[src/rtl/qpsk_pkg.sv]
// -----------------------------------------------------------------------------
// qpsk_pkg
// Shared constants and types for the QPSK modem framing blocks. The transmit
// framer (para2ser) and the receive deframer use the same word width and
// samples-per-bit values.
//
// Contents:
//   QPSK_WIDTH   bits per parallel word / serial frame (40)
//   QPSK_SAMPLE  clock cycles per serial bit (100, clock equals sample rate)
//   p2s_state_t  state encoding of the parallel-to-serial framer
//   cnt_width()  counter width needed to count 0..n-1 (at least 1 bit)
// -----------------------------------------------------------------------------
package qpsk_pkg;

   localparam int QPSK_WIDTH  = 40;
   localparam int QPSK_SAMPLE = 100;

   typedef enum logic {
      P2S_IDLE = 1'b0,
      P2S_SEND = 1'b1
   } p2s_state_t;

   // Width of a counter that must hold the values 0..n-1.
   function automatic int cnt_width(input int n);
      return (n > 2) ? $clog2(n) : 1;
   endfunction

endpackage

[src/rtl/bit_tick_gen.sv]
// -----------------------------------------------------------------------------
// bit_tick_gen
// Sample counter for sample-rate framing blocks. Counts 0..SAMPLE-1 while
// enabled and flags the last sample of every bit period.
//
// Ports:
//   clk   in   system clock (sample rate)
//   rst   in   asynchronous active-high reset
//   en    in   count enable
//   clr   in   synchronous clear (wins over en)
//   tick  out  high in the last sample cycle of a bit (count == SAMPLE-1)
// -----------------------------------------------------------------------------
module bit_tick_gen
   import qpsk_pkg::*;
#(
   parameter int SAMPLE = QPSK_SAMPLE
) (
   input  logic clk,
   input  logic rst,
   input  logic en,
   input  logic clr,
   output logic tick
);

   localparam int            CW   = cnt_width(SAMPLE);
   localparam logic [CW-1:0] LAST = CW'(SAMPLE - 1);

   logic [CW-1:0] sample_cnt_reg;
   logic          at_last;

   assign at_last = (sample_cnt_reg == LAST);

   // Terminal-value compare: the counter is reset to 0 explicitly rather than
   // relying on binary wrap, so any SAMPLE in 2..255 works.
   always_ff @(posedge clk or posedge rst) begin
      if (rst) begin
         sample_cnt_reg <= '0;
      end else if (clr) begin
         sample_cnt_reg <= '0;
      end else if (en) begin
         sample_cnt_reg <= at_last ? '0 : sample_cnt_reg + 1'b1;
      end
   end

   assign tick = en && !clr && at_last;

endmodule

[src/rtl/para2ser.sv]
// -----------------------------------------------------------------------------
// para2ser
// Parallel-to-serial framer for the QPSK modulator. Accepts WIDTH-bit words
// over valid/ready and shifts them out MSB first, each bit held for SAMPLE
// clock cycles. A one-word holding buffer lets the next word wait while a
// frame is in flight, so consecutive frames follow with no gap.
//
// Ports:
//   clk            in   system clock (sample rate)
//   rst            in   asynchronous active-high reset
//   para_i         in   parallel word, sampled only on accept
//   para_valid_i   in   para_i valid
//   para_ready_o   out  block can accept a word (combinational from state)
//   ser_o          out  serial bit, MSB first (registered)
//   bit_strobe_o   out  pulse in the first cycle of each bit (registered)
//   frame_start_o  out  pulse in the first cycle of each frame's MSB (registered)
//   busy_o         out  frame in progress (registered)
// -----------------------------------------------------------------------------
module para2ser
   import qpsk_pkg::*;
#(
   parameter int WIDTH  = QPSK_WIDTH,
   parameter int SAMPLE = QPSK_SAMPLE
) (
   input  logic             clk,
   input  logic             rst,
   input  logic [WIDTH-1:0] para_i,
   input  logic             para_valid_i,
   output logic             para_ready_o,
   output logic             ser_o,
   output logic             bit_strobe_o,
   output logic             frame_start_o,
   output logic             busy_o
);

   localparam int            BW       = cnt_width(WIDTH);
   localparam logic [BW-1:0] LAST_BIT = BW'(WIDTH - 1);

   p2s_state_t       state_reg, state_next;
   logic [WIDTH-1:0] shift_reg, shift_next;
   logic [WIDTH-1:0] hold_reg, hold_next;
   logic             hold_full_reg, hold_full_next;
   logic [BW-1:0]    bit_cnt_reg, bit_cnt_next;

   logic ser_reg, ser_next;
   logic strobe_reg, strobe_next;
   logic fstart_reg, fstart_next;
   logic busy_reg, busy_next;

   logic accept;
   logic tick;
   logic frame_end;
   logic new_frame;
   logic new_bit;
   logic cnt_en;
   logic cnt_clr;

   assign para_ready_o = !hold_full_reg && !rst;
   assign accept       = para_valid_i && para_ready_o;

   // The sample counter is held at 0 in IDLE, so the first bit of a frame
   // started from IDLE always gets a full SAMPLE cycles.
   assign cnt_en  = (state_reg == P2S_SEND);
   assign cnt_clr = (state_reg == P2S_IDLE);

   bit_tick_gen #(
      .SAMPLE (SAMPLE)
   ) u_bit_tick (
      .clk  (clk),
      .rst  (rst),
      .en   (cnt_en),
      .clr  (cnt_clr),
      .tick (tick)
   );

   assign frame_end = tick && (bit_cnt_reg == LAST_BIT);

   always_comb begin
      state_next     = state_reg;
      shift_next     = shift_reg;
      hold_next      = hold_reg;
      hold_full_next = hold_full_reg;
      bit_cnt_next   = bit_cnt_reg;
      new_frame      = 1'b0;
      new_bit        = 1'b0;

      case (state_reg)
         P2S_IDLE: begin
            if (accept) begin
               shift_next   = para_i;
               bit_cnt_next = '0;
               state_next   = P2S_SEND;
               new_frame    = 1'b1;
            end
         end

         P2S_SEND: begin
            if (frame_end) begin
               bit_cnt_next = '0;
               if (hold_full_reg) begin
                  shift_next     = hold_reg;
                  hold_full_next = 1'b0;
                  new_frame      = 1'b1;
               end else if (accept) begin
                  // Word arrives exactly at the frame boundary with the
                  // buffer empty: bypass the hold register, no gap.
                  shift_next = para_i;
                  new_frame  = 1'b1;
               end else begin
                  state_next = P2S_IDLE;
               end
            end else begin
               if (tick) begin
                  shift_next   = {shift_reg[WIDTH-2:0], 1'b0};
                  bit_cnt_next = bit_cnt_reg + 1'b1;
                  new_bit      = 1'b1;
               end
               if (accept) begin
                  hold_next      = para_i;
                  hold_full_next = 1'b1;
               end
            end
         end

         default: begin
            state_next = P2S_IDLE;
         end
      endcase

      // Outputs are registered from the next-state values so they line up
      // with the shift register contents in the same cycle.
      ser_next    = (state_next == P2S_SEND) && shift_next[WIDTH-1];
      busy_next   = (state_next == P2S_SEND);
      strobe_next = new_frame || new_bit;
      fstart_next = new_frame;
   end

   always_ff @(posedge clk or posedge rst) begin
      if (rst) begin
         state_reg     <= P2S_IDLE;
         shift_reg     <= '0;
         hold_reg      <= '0;
         hold_full_reg <= 1'b0;
         bit_cnt_reg   <= '0;
         ser_reg       <= 1'b0;
         strobe_reg    <= 1'b0;
         fstart_reg    <= 1'b0;
         busy_reg      <= 1'b0;
      end else begin
         state_reg     <= state_next;
         shift_reg     <= shift_next;
         hold_reg      <= hold_next;
         hold_full_reg <= hold_full_next;
         bit_cnt_reg   <= bit_cnt_next;
         ser_reg       <= ser_next;
         strobe_reg    <= strobe_next;
         fstart_reg    <= fstart_next;
         busy_reg      <= busy_next;
      end
   end

   assign ser_o         = ser_reg;
   assign bit_strobe_o  = strobe_reg;
   assign frame_start_o = fstart_reg;
   assign busy_o        = busy_reg;

endmodule

[config.mk]
export PLATFORM = sky130hd
export DESIGN_NAME = para2ser
export DESIGN_NICKNAME = d
export VERILOG_FILES = /design/src/rtl/qpsk_pkg.sv /design/src/rtl/bit_tick_gen.sv /design/src/rtl/para2ser.sv
export SDC_FILE = /design/constraint.sdc
export NUM_CORES = 1
export LEC_CHECK = 0
export CAP_MARGIN = 20
export CORE_MARGIN = 3
export CORE_UTILIZATION = 45
export DETAILED_ROUTE_END_ITERATION = 10
export PLACE_DENSITY = 0.67
export RECOVER_POWER = 50
export SYNTH_ARGS = -nofsm -noshare
export SYNTH_HDL_FRONTEND = slang
export SYNTH_SLANG_ARGS = --single-unit
[constraint.sdc]
create_clock -name clk -period 2.9 [get_ports clk]
set_clock_uncertainty 0.2 [all_clocks]
set_input_delay 0.29 -clock clk [delete_from_list [all_inputs] [get_ports clk]]
set_output_delay 0.29 -clock clk [all_outputs]
set_load 0.03 [all_outputs]
; After elaboration in Yosys (flattened, before gate mapping)
; Cells that the tools add are included.
[word_totals]
register_bits = 98
in_bits = 43
output_inout_bits = 5
elab_cells = 52
[op_classes]
addsub = 2
eq_ne = 4
muxes = 22
bitwise = 2
n_reduce_logical = 12
[op_table]
columns = operator, n
row1 = two-way mux 40 bit, 4
row2 = case mux 40 bit (2 select lines), 1
row3 = two-way mux 6 bit, 3
row4 = two-way mux 7 bit, 2
row5 = case mux 6 bit (2 select lines), 1
row6 = two-way mux 1 bit, 9
row7 = "adder 7 x 1 -> 7 bit, second input constant", 1
row8 = "equality test 7 bit, second input constant", 1
row9 = "adder 6 x 1 -> 6 bit, second input constant", 1
row10 = "equality test 6 bit, second input constant", 1
row11 = logical AND 1 bit, 5
row12 = case mux 1 bit (2 select lines), 2
row13 = AND reduction 2 bit, 2
row14 = "!= test 3 x 1 -> 1 bit, second input constant", 1
row15 = AND reduction 3 bit, 1
row16 = logical NOT 1 bit, 2
row17 = "!= test 2 bit, second input constant", 1
row18 = NOT 1 bit, 2
row19 = nonzero test 2 bit, 1
row20 = logical OR 1 bit, 1

; Longest topological paths before layout
; Gate-level depths: netlist of run 1.
[depth]
depth_word = 8
depth_mapped = 8
depth_no_buf = 5

; By module
; Synthesis of run 1 repeated with hierarchy kept, for this count alone.
[hier_totals]
cells_unflattened = 501
area_unflattened_um2 = 5656.7
[modules_own_cells]
columns = module, instances, cells_each, area_each_um2, seq_area_each_um2
row1 = para2ser, 1, 458, 5257.5, 2277.2
row2 = bit_tick_gen, 1, 43, 399.1, 175.2

; Least setup slack after synthesis of run 1
; No wires, ideal clock.
[synth_timing]
path_kind = flip-flop to flip-flop
from = register bit_cnt_reg[0]
to = register hold_reg[30]
setup_time_ns = 0.125
arrival_ns = 1.891
required_time_ns = 2.575
slack_ns = 0.683
path_stages_with_launch = 7
n_path_buf = 1
period_less_slack_ns = 2.217
cell_sequence = dfrtp_1 ha_1 nand2_1 or4_1 o211ai_4 buf_6 mux2_4
[synth_between]
elab_chain_cells = 4
[synth_lines]
columns = element, line_no
row1 = from (decl), para2ser.sv:43  ; logic [BW-1:0] bit_cnt_reg, bit_cnt_next;
row2 = from (signal assigned), para2ser.sv:154  ; bit_cnt_reg <= bit_cnt_next;
row3 = equality test 6 bit, para2ser.sv:76  ; assign frame_end = tick && (bit_cnt_reg == LAST_BIT);
row4 = logical AND 1 bit, para2ser.sv:76
row5 = NOT 1 bit (no line), --
row6 = AND reduction 3 bit (no line), --
row7 = to (signal assigned), para2ser.sv:152  ; hold_reg <= hold_next;
row8 = to (decl), para2ser.sv:41  ; logic [WIDTH-1:0] hold_reg, hold_next;
; No other way between the ends.
; A chain may end at the register's enable or synchronous reset.

; Final worst setup path of run 1
[layout_timing]
from = register bit_cnt_reg[0]
to = register hold_reg[4]
; Same word-level chain as after synthesis.

==> run summary, run 1 <==
Reg area -> 2450 µm²
worst skew pair latency -> 0.35 ns
share of cells above drive strength 1 -> 14.3%
vias per cell -> 5.98
post-synth cell types -> 42
gr usage total -> 20.0%
peak supply drop -> 0.000445 V
drt first pass iters -> 4
initial antenna violation count -> 0
FP Rows -> 38
total number of vias -> 4046
WP data arrival -> 2.52 ns
Synthesis Warnings -> 0
final wirelength -> 12.5 mm
R2R setup slack -> 0.41 ns
worst-path maximum fanout -> 40
min-delay src -> u_bit_tick.sample_cnt_reg[0]
most frequent cells in the layout -> 97 x dfrtp_1, 50 x nor2_1, 47 x o21ai_0
final weighted congestion of routability-driven global placement -> 0.762
Starting Density -> 47.4%
vias in the first global route -> 4216
# Max-Cap Violations -> 0
reg2reg start -> bit_cnt_reg[0]
DRC violations left -> 0
Core Util, Final -> 55.3%
most common cell after layout, fill and taps aside -> dfrtp_1
outcome -> completed
H-tree Lvls -> 3
Routed WL per cell -> 18.5 µm
# diodes -> 0
RSZ-0062 raised after global routing -> false
clk sinks -> 98
Die Width -> 114 µm
root buf cell -> clkbuf_16
setup_tns -> 0 ns
syn_area_per_cell -> 10.6 µm²
maximum buffer depth of the clock tree -> 2
cts repair resizes -> 0
Setup crit start -> bit_cnt_reg[0]
Hold Buf Count CTS -> 0
Fin. Hold Viols -> 0
Layout area overhead -> 16.6%
Final setup viols -> 0
GR Overflow Total -> 0
Max Fclk -> 0.402 GHz
CTS tree -> done
startpoint types -> flop
Comb pwr share -> 28.9%
leak pwr -> 2.48 nW
die height -> 114 µm
Post-Synthesis Cells -> 497
pin count of the biggest net entering global routing -> 46
Top FF cell, synth -> dfrtp_1
initial DRC count -> 285
Synth async-reset ratio -> 100%
worst hold path type -> reg -> reg
Seq pwr share -> 47.8%
fin area -> 6150 µm²
die area -> 13100 µm²
Fill cells -> 1002
area post-placement -> 5900 µm²
cell area after synthesis -> 5280 µm²
Net Sw Frac -> 31.2%
Post-synth EDFFs -> 0
Pwr Density -> 787 nW/µm²
Post-Syn Nets -> 542
Period minus WS final -> 2.49 ns
post-DP HPWL -> 7.70 mm
Multi-input gate area -> 2440 µm²
Clock power frac -> 23.3%
Slew Viols, Final -> 0
clock transition at the registers of the reported paths -> 0.07 ns
kind of critical path -> reg -> reg
post-synthesis sequential area ratio -> 46.5%
Critical Path RT -> 2.93 ns
Least-Margin Pin Slew -> 1.30 ns
Num CTS Buffers -> 9
I/O Buffers -> 47
NetSw -> 1.51 mW
core area -> 11100 µm²
first-pass GRT wire length -> 21.0 mm
postcts setup bufs -> 0
FF+latch count, synth -> 98
Tot Pwr -> 4.85 mW
Final Cycle Share -> 85.8%
remaining antenna violation count -> 0
Crit. End Element -> flop
slew margin rel. -> 12.7%
nets -> 577
Ports -> 48
Pint -> 3.34 mW
==> logic make-up after synthesis <==
family                   share of synthesized area, %
flip-flops                                       46.5
AO/OA/AOI/OAI                                    20.3
multiplexers                                     17.1
AND/OR/NAND/NOR                                  7.23
buffers and inverters                            7.59
XOR/XNOR                                        0.830
adder cells (fa/ha/maj)                         0.474
==> synth_stat cells, types with 2 or more instances <==
cell      number  area (µm²)
a21oi_1        4        20.0
a221o_1       39         390
a31oi_1        2        12.5
and2_1         2        12.5
buf_1          2        7.51
buf_2         11        55.1
buf_4          2        15.0
buf_6          8        90.1
clkbuf_1      20        75.1
dfrtp_1       98        2450
ha_1           2        25.0
inv_1         42         158
mux2_1         7        78.8
mux2_2        25         282
mux2_4        10         150
mux2i_1       39         390
nand2_1        9        33.8
nand2b_1       5        31.3
nand3_1        7        35.0
nor2_1        50         188
o21a_1         2        15.0
o21ai_0       47         235
o31a_1         3        26.3
o31ai_1       40         300
xnor2_1        3        26.3
xor2_1         2        17.5
==> layout make-up <==
| cell class | count | share of cell area (%) |
|---|---|---|
| multi-input combinational | 314 | 39.6 |
| timing repair buffer | 67 | 10.7 |
| sequential | 98 | 39.9 |
| clock inverter | 5 | 0.488 |
| clock buffer | 11 | 3.94 |
| inverter | 42 | 2.58 |
| tap | 140 | 2.85 |
==> power by group through the flow <==
stage / registers [mW] / logic, mW / clock network [mW]
after global routing: 2.39 / 1.58 / 1.21
after floorplan: 2.21 / 1.14 / 0
after global placement: 2.30 / 1.35 / 0
after detailed placement: 2.33 / 1.41 / 0
after CTS: 2.31 / 1.43 / 1.15
final: 2.32 / 1.40 / 1.13
==> path summary, 6_finish.rpt <==
kind,endpoint,cells past startpoint
worst max-delay path,hold_reg[4],6
worst min-delay path,u_bit_tick.sample_cnt_reg[0],1
worst max register to register,hold_reg[4],6
worst min register to register,u_bit_tick.sample_cnt_reg[0],1
max in group asynchronous,busy_o,3
min in group asynchronous,frame_start_o,2
==> metrics by stage <==
step	worst slack [ns]	hold WS, ns	instances
floorplan	0.683	0.221	497
global placement	0.435	0.239	661
detailed placement	0.337	0.244	661
CTS	0.417	0.253	677
global route	0.289	0.287	677
finish	0.411	0.253	677
==> critical path, stage by stage, from the launching register on <==
cell and delay, ns:
dfrtp_1 0.38, ha_1 0.22, nand2_1 0.14, or4_1 0.52
o211ai_4 0.22, buf_12 0.29, mux2_2 0.37
==> per-layer routing <==
metal / routed length, µm / track usage (%) / vias up
li1: - / - / 1880
met1: 5730 / 27.3 / 2041
met2: 6000 / 32.9 / 113
met3: 660 / 3.75 / 12
met4: 149 / 5.54 / 0
met5: 0 / 0 / -
Power figures use the tool's default switching activity.
==> inputs of run 2 (changes only) <==
clock period = 2.1 ns   (was 2.9 ns; I/O delays follow)
==> run 2 against run 1 <==
  * The flow now finishes with violations (setup timing)
  * Die area stayed put
  * Cell count is 8.3% higher
  * First-iteration DRC count increased by 33%
  * Largest power group unchanged
  * Maximum frequency grew 11%
  * Clock-buffer cell count did not move
  * Utilization rose by 9.4 points
  * Power up 51%
  * Sequential power up 38%
  * Hold slack gained 0.017 ns
  * Via count rose by 7.2%
==> run summary, run 2 (synthesis results as in run 1) <==
kind of critical path -> reg -> reg
CTS tree -> done
GR Overflow Total -> 0 (unchanged)
initial DRC count -> 380 (+33%)
Routed WL per cell -> 20.2 µm (+9.0%)
final wirelength -> 14.8 mm (+18%)
share of cells above drive strength 1 -> 27.3% (+13 points)
vias in the first global route -> 4421 (+4.9%)
crit path cell chain -> ha_2, nand2_2, or4_4, o211ai_4, buf_4, clkbuf_16, mux2_1
pin count of the biggest net entering global routing -> 35 (-24%)
Slew Viols, Final -> 0 (unchanged)
Layout area overhead -> 36.4%
drt first pass iters -> 4 (unchanged)
violated checks -> setup timing
H-tree Lvls -> 3 (unchanged)
core area -> 11100 µm² (unchanged)
total number of vias -> 4339 (+7.2%)
Fill cells -> 875 (-13%)
slew margin rel. -> 49.8% (+37 points)
clock transition at the registers of the reported paths -> 0.07 ns (about the same)
fin area -> 7200 µm² (+17%)
Least-Margin Pin Slew -> 0.749 ns (-0.553 ns)
die height -> 114 µm (unchanged)
Fin. Hold Viols -> 0 (unchanged)
most common cell after layout, fill and taps aside -> dfrtp_1
I/O Buffers -> 47 (unchanged)
gr usage total -> 21.1% (+1.1 points)
post-DP HPWL -> 8.57 mm (+11%)
vias per cell -> 5.92 (-0.95%)
Starting Density -> 47.4% (unchanged)
die area -> 13100 µm² (unchanged)
Ports -> 48 (unchanged)
pre-CTS setup slack -> -0.134 ns (-0.471 ns)
nets -> 633 (+9.7%)
clk sinks -> 98 (unchanged)
Tot Pwr -> 7.30 mW (+51%)
final weighted congestion of routability-driven global placement -> 0.836 (+9.8%)
maximum buffer depth of the clock tree -> 2 (unchanged)
remaining antenna violation count -> 0 (unchanged)
startpoint types -> flop
Hold Buf Count CTS -> 0 (unchanged)
FP Rows -> 38 (unchanged)
most frequent cells in the layout -> 97 x dfrtp_1, 47 x o21ai_0, 44 x clkdlybuf4s50_1
Period minus WS final -> 2.25 ns (-0.239 ns)
Hold WS -> 0.270 ns (+0.0169 ns)
DRC violations left -> 0 (unchanged)
WP data arrival -> 2.29 ns (-0.23 ns)
RSZ-0062 raised after global routing -> true
root buf cell -> clkbuf_16
Pwr Density -> 1010 nW/µm² (+29%)
worst-path maximum fanout -> 11 (-73%)
outcome -> complete, but fails checks
first-pass GRT wire length -> 22.2 mm (+5.3%)
crit path buf inv count -> 2 (+1)
Crit. End Element -> flop
Die Width -> 114 µm (unchanged)
# diodes -> 0 (unchanged)
Final setup viols -> 80 (+80)
Worst path top cell family by delay -> simple AND/OR/NAND/NOR gates
Critical Path RT -> 2.14 ns (-0.79 ns)
R2R cell count -> 7 (+1)
Num CTS Buffers -> 9 (unchanged)
Final Cycle Share -> 107% (+21 points)
worst skew pair latency -> 0.36 ns (about the same)
Reg area -> 2450 µm² (unchanged)
Multi-input gate area -> 2670 µm² (+9.5%)
peak supply drop -> 0.000722 V (+62%)
Max Fclk -> 0.445 GHz (+11%)
CP max-delay cell -> or4_4
slowest cell delay on critical path -> 0.43 ns (-0.09 ns)
initial antenna violation count -> 0 (unchanged)
# Max-Cap Violations -> 0 (unchanged)
leak pwr -> 3.04 nW (+23%)
hold depth -> 2 (+1)
setup_tns -> -6.63 ns (-6.63 ns)
worst hold path type -> in -> reg
final worst slack -> -0.150 ns (-0.561 ns)
area post-placement -> 6350 µm² (+7.6%)
CP Depth -> 7 (+1)
-- run 2: metrics by stage --
| step | cells | util, % |
|---|---|---|
| finish | 733 | 64.7 |
| global route | 733 | 64.7 |
| CTS | 708 | 60.0 |
| detailed placement | 692 | 57.1 |
| global placement | 692 | 57.1 |
| floorplan | 497 | - |
-- run 2: final cells by class --
class | instances | share of cell area [%]
inverter | 42 | 2.21
timing repair buffer | 122 | 20.3
multi-input combinational | 315 | 37.1
tap | 140 | 2.43
clock inverter | 5 | 0.400
clock buffer | 11 | 3.51
sequential | 98 | 34.1
-- run 2: worst paths after layout --
| path | startpoint | to | slack [ns] |
|---|---|---|---|
| max in group asynchronous | rst | hold_reg[9] | 0.24 |
| setup / recovery | bit_cnt_reg[1] | hold_reg[6] | -0.15 |
| hold reg to reg | hold_reg[34] | shift_reg[34] | 0.31 |
| min in group asynchronous | rst | frame_start_o | 0.38 |
| setup reg to reg | bit_cnt_reg[1] | hold_reg[6] | -0.15 |
| hold / removal | para_i[1] | hold_reg[1] | 0.27 |
-- run 2: timing repair --
action / 4_1_cts / 5_1_grt
gates resized for setup: 12 / 51
buffers inserted: 0 / 13
gates cloned: 0 / 12
endpoints found under the setup margin: 44 / 79
pin swaps: 0 / 11
-- run 2: where the power goes --
group / leakage [nW] / internal [mW] / switching [mW]
logic: 1.66 / 1.48 / 1.03
registers: 1.23 / 2.66 / 0.549
clock network: 0.145 / 0.862 / 0.727
-- run 2: metal layers --
| layer | share of wire, % | track usage [%] | vias up |
|---|---|---|---|
| li1 | - | - | 2003 |
| met1 | 44 | 26.8 | 2230 |
| met2 | 51 | 36.0 | 88 |
| met3 | 3.7 | 4.55 | 18 |
| met4 | 1.6 | 6.73 | 0 |
| met5 | 0 | 0 | - |
==> inputs of run 3 (changes only) <==
CORE_UTILIZATION = 40   (was 45)
PLACE_DENSITY = unset   (was 0.67)
==> run 3 against run 2 <==
  * The flow still finishes with violations (setup timing)
  * Non-clock buffer count shrank 4
  * Setup slack worse by 0.012 ns
  * First-iteration DRC count grew 13%
  * Die area grew 12%
  * Cell count rose by 3.7%
  * Global-route usage fell by 0.33 points
  * Critical path depth shrank 1
  * Sequential share of layout area is 0.59 points higher
  * Sequential cell count unchanged
==> run summary, run 3 (synthesis results as in run 1) <==
worst hold path type -> in -> reg
WP data arrival -> 2.29 ns (about the same)
maximum buffer depth of the clock tree -> 2 (unchanged)
I/O Buffers -> 47 (unchanged)
peak supply drop -> 0.000555 V (-23%)
share of cells above drive strength 1 -> 28.4% (+1.1 points)
vias in the first global route -> 4525 (+2.4%)
worst skew pair latency -> 0.35 ns (about the same)
Reg area -> 2450 µm² (unchanged)
remaining antenna violation count -> 0 (unchanged)
violated checks -> setup timing
initial antenna violation count -> 0 (unchanged)
# Max-Cap Violations -> 0 (unchanged)
first-pass GRT wire length -> 24.0 mm (+8.4%)
Slew Viols, Final -> 0 (unchanged)
Starting Density -> 41.3% (-6.1 points)
clock transition at the registers of the reported paths -> 0.07 ns (about the same)
total number of vias -> 4330 (-0.21%)
core area -> 12800 µm² (+15%)
gr usage total -> 20.8% (-0.33 points)
crit path cell chain -> ha_2, nand2_2, or4_4, o211ai_4, buf_4, mux2_2
clk sinks -> 98 (unchanged)
vias per cell -> 5.70 (-3.8%)
# diodes -> 0 (unchanged)
GR Overflow Total -> 0 (unchanged)
root buf cell -> clkbuf_16
die height -> 121 µm (+5.7%)
final weighted congestion of routability-driven global placement -> 0.776 (-7.2%)
Setup crit start -> bit_cnt_reg[1]
RSZ-0062 raised after global routing -> true
final wirelength -> 14.9 mm (+0.82%)
startpoint types -> flop
Crit. End Element -> flop
final worst slack -> -0.162 ns (-0.0124 ns)
DRC violations left -> 0 (unchanged)
Period minus WS final -> 2.26 ns (+0.0124 ns)
initial DRC count -> 428 (+13%)
R2R setup slack -> -0.16 ns (about the same)
FP Rows -> 41 (+7.9%)
CP max-delay cell -> or4_4
Final Cycle Share -> 108% (+0.59 points)
H-tree Lvls -> 3 (unchanged)
die area -> 14600 µm² (+12%)
Num CTS Buffers -> 9 (unchanged)
pre-CTS setup slack -> -0.147 ns (-0.0137 ns)
reg2reg start -> bit_cnt_reg[1]
nets -> 628 (-0.79%)
Pwr Density -> 1040 nW/µm² (+2.4%)
post-DP HPWL -> 8.54 mm (-0.29%)
kind of critical path -> reg -> reg
Final setup viols -> 78 (-2.5%)
Routed WL per cell -> 19.6 µm (-2.8%)
Critical Path RT -> 2.13 ns (about the same)
drt first pass iters -> 6 (+2)
Multi-input gate area -> 2650 µm² (-0.61%)
worst-path maximum fanout -> 10 (-1)
Fill cells -> 1074 (+23%)
min-delay src -> para_i[6]
most common cell after layout, fill and taps aside -> dfrtp_1
Tot Pwr -> 7.35 mW (+0.63%)
pin count of the biggest net entering global routing -> 64 (+83%)
Fin. Hold Viols -> 0 (unchanged)
leak pwr -> 2.84 nW (-6.3%)
slowest cell delay on critical path -> 0.45 ns (+0.02 ns)
slew margin rel. -> 41.4% (-8.4 points)
Max Fclk -> 0.442 GHz (-0.55%)
Ports -> 48 (unchanged)
most frequent cells in the layout -> 97 x dfrtp_1, 47 x o21ai_0, 44 x clkdlybuf4s50_1
Layout area overhead -> 34.0%
CTS tree -> done
outcome -> complete, but fails checks
Die Width -> 121 µm (+5.7%)
Least-Margin Pin Slew -> 0.879 ns (+0.131 ns)
## run 3: through the flow
step	cells	util [%]	TNS, ns	hold WS (ns)	cell area, µm²
6_report	760	55.4	-8.62	0.277	7070
5_1_grt	760	55.4	-12.93	0.296	7070
4_1_cts	760	54.5	-9.80	0.260	6960
3_5_place_dp	723	49.1	-5.22	0.288	6270
3_3_place_gp	723	49.1	-3.30	0.274	6270
2_1_floorplan	497	-	-2.65	0.141	5300
## run 3: critical path, delay by kind of cell, from the launching register on
| kind | cells | cell delay [ns] |
|---|---|---|
| AOI/OAI and AO/OA | 1 | 0.25 |
| adders and majority gates | 1 | 0.20 |
| buffers and inverters | 1 | 0.26 |
| DFF | 1 | 0.37 |
| muxes | 1 | 0.36 |
| and+or+nand+nor | 2 | 0.51 |
## run 3: cell type report
cell class,count,share of cell area [%]
multi-input combinational,314,37.5
inverter,42,2.28
tap,172,3.04
clock inverter,7,1.19
timing repair buffer,118,18.1
sequential,98,34.7
clock buffer,9,3.18
## run 3: what timing repair did
item	4_1_cts	5_1_grt
gates resized for setup	22	59
cloned	7	1
pin swaps	16	21
hold buffers	0	0
setup buffers	14	7
endpoints found under the setup margin	80	81
## run 3: worst paths after layout
check	cells after the start	end
max	6	hold_reg[23]
max reg2reg	6	hold_reg[23]
max in group asynchronous	4	busy_o
min	2	hold_reg[6]
min reg2reg	1	hold_reg[6]
min in group asynchronous	4	hold_reg[30]
## run 3: metal layers
layer / up-vias / GRT usage (%) / share of wire, %
met5: - / 0 / 0
met4: 0 / 5.17 / 1.8
met3: 21 / 4.10 / 4.3
met2: 114 / 35.2 / 49
met1: 2198 / 27.4 / 45
li1: 1997 / - / -
## run 3: power by group
| group | internal [mW] | switching (mW) | total (mW) |
|---|---|---|---|
| registers | 2.66 | 0.532 | 3.19 |
| clock network | 0.946 | 0.785 | 1.73 |
| logic | 1.37 | 1.06 | 2.43 |
| total | 4.97 | 2.37 | 7.35 |
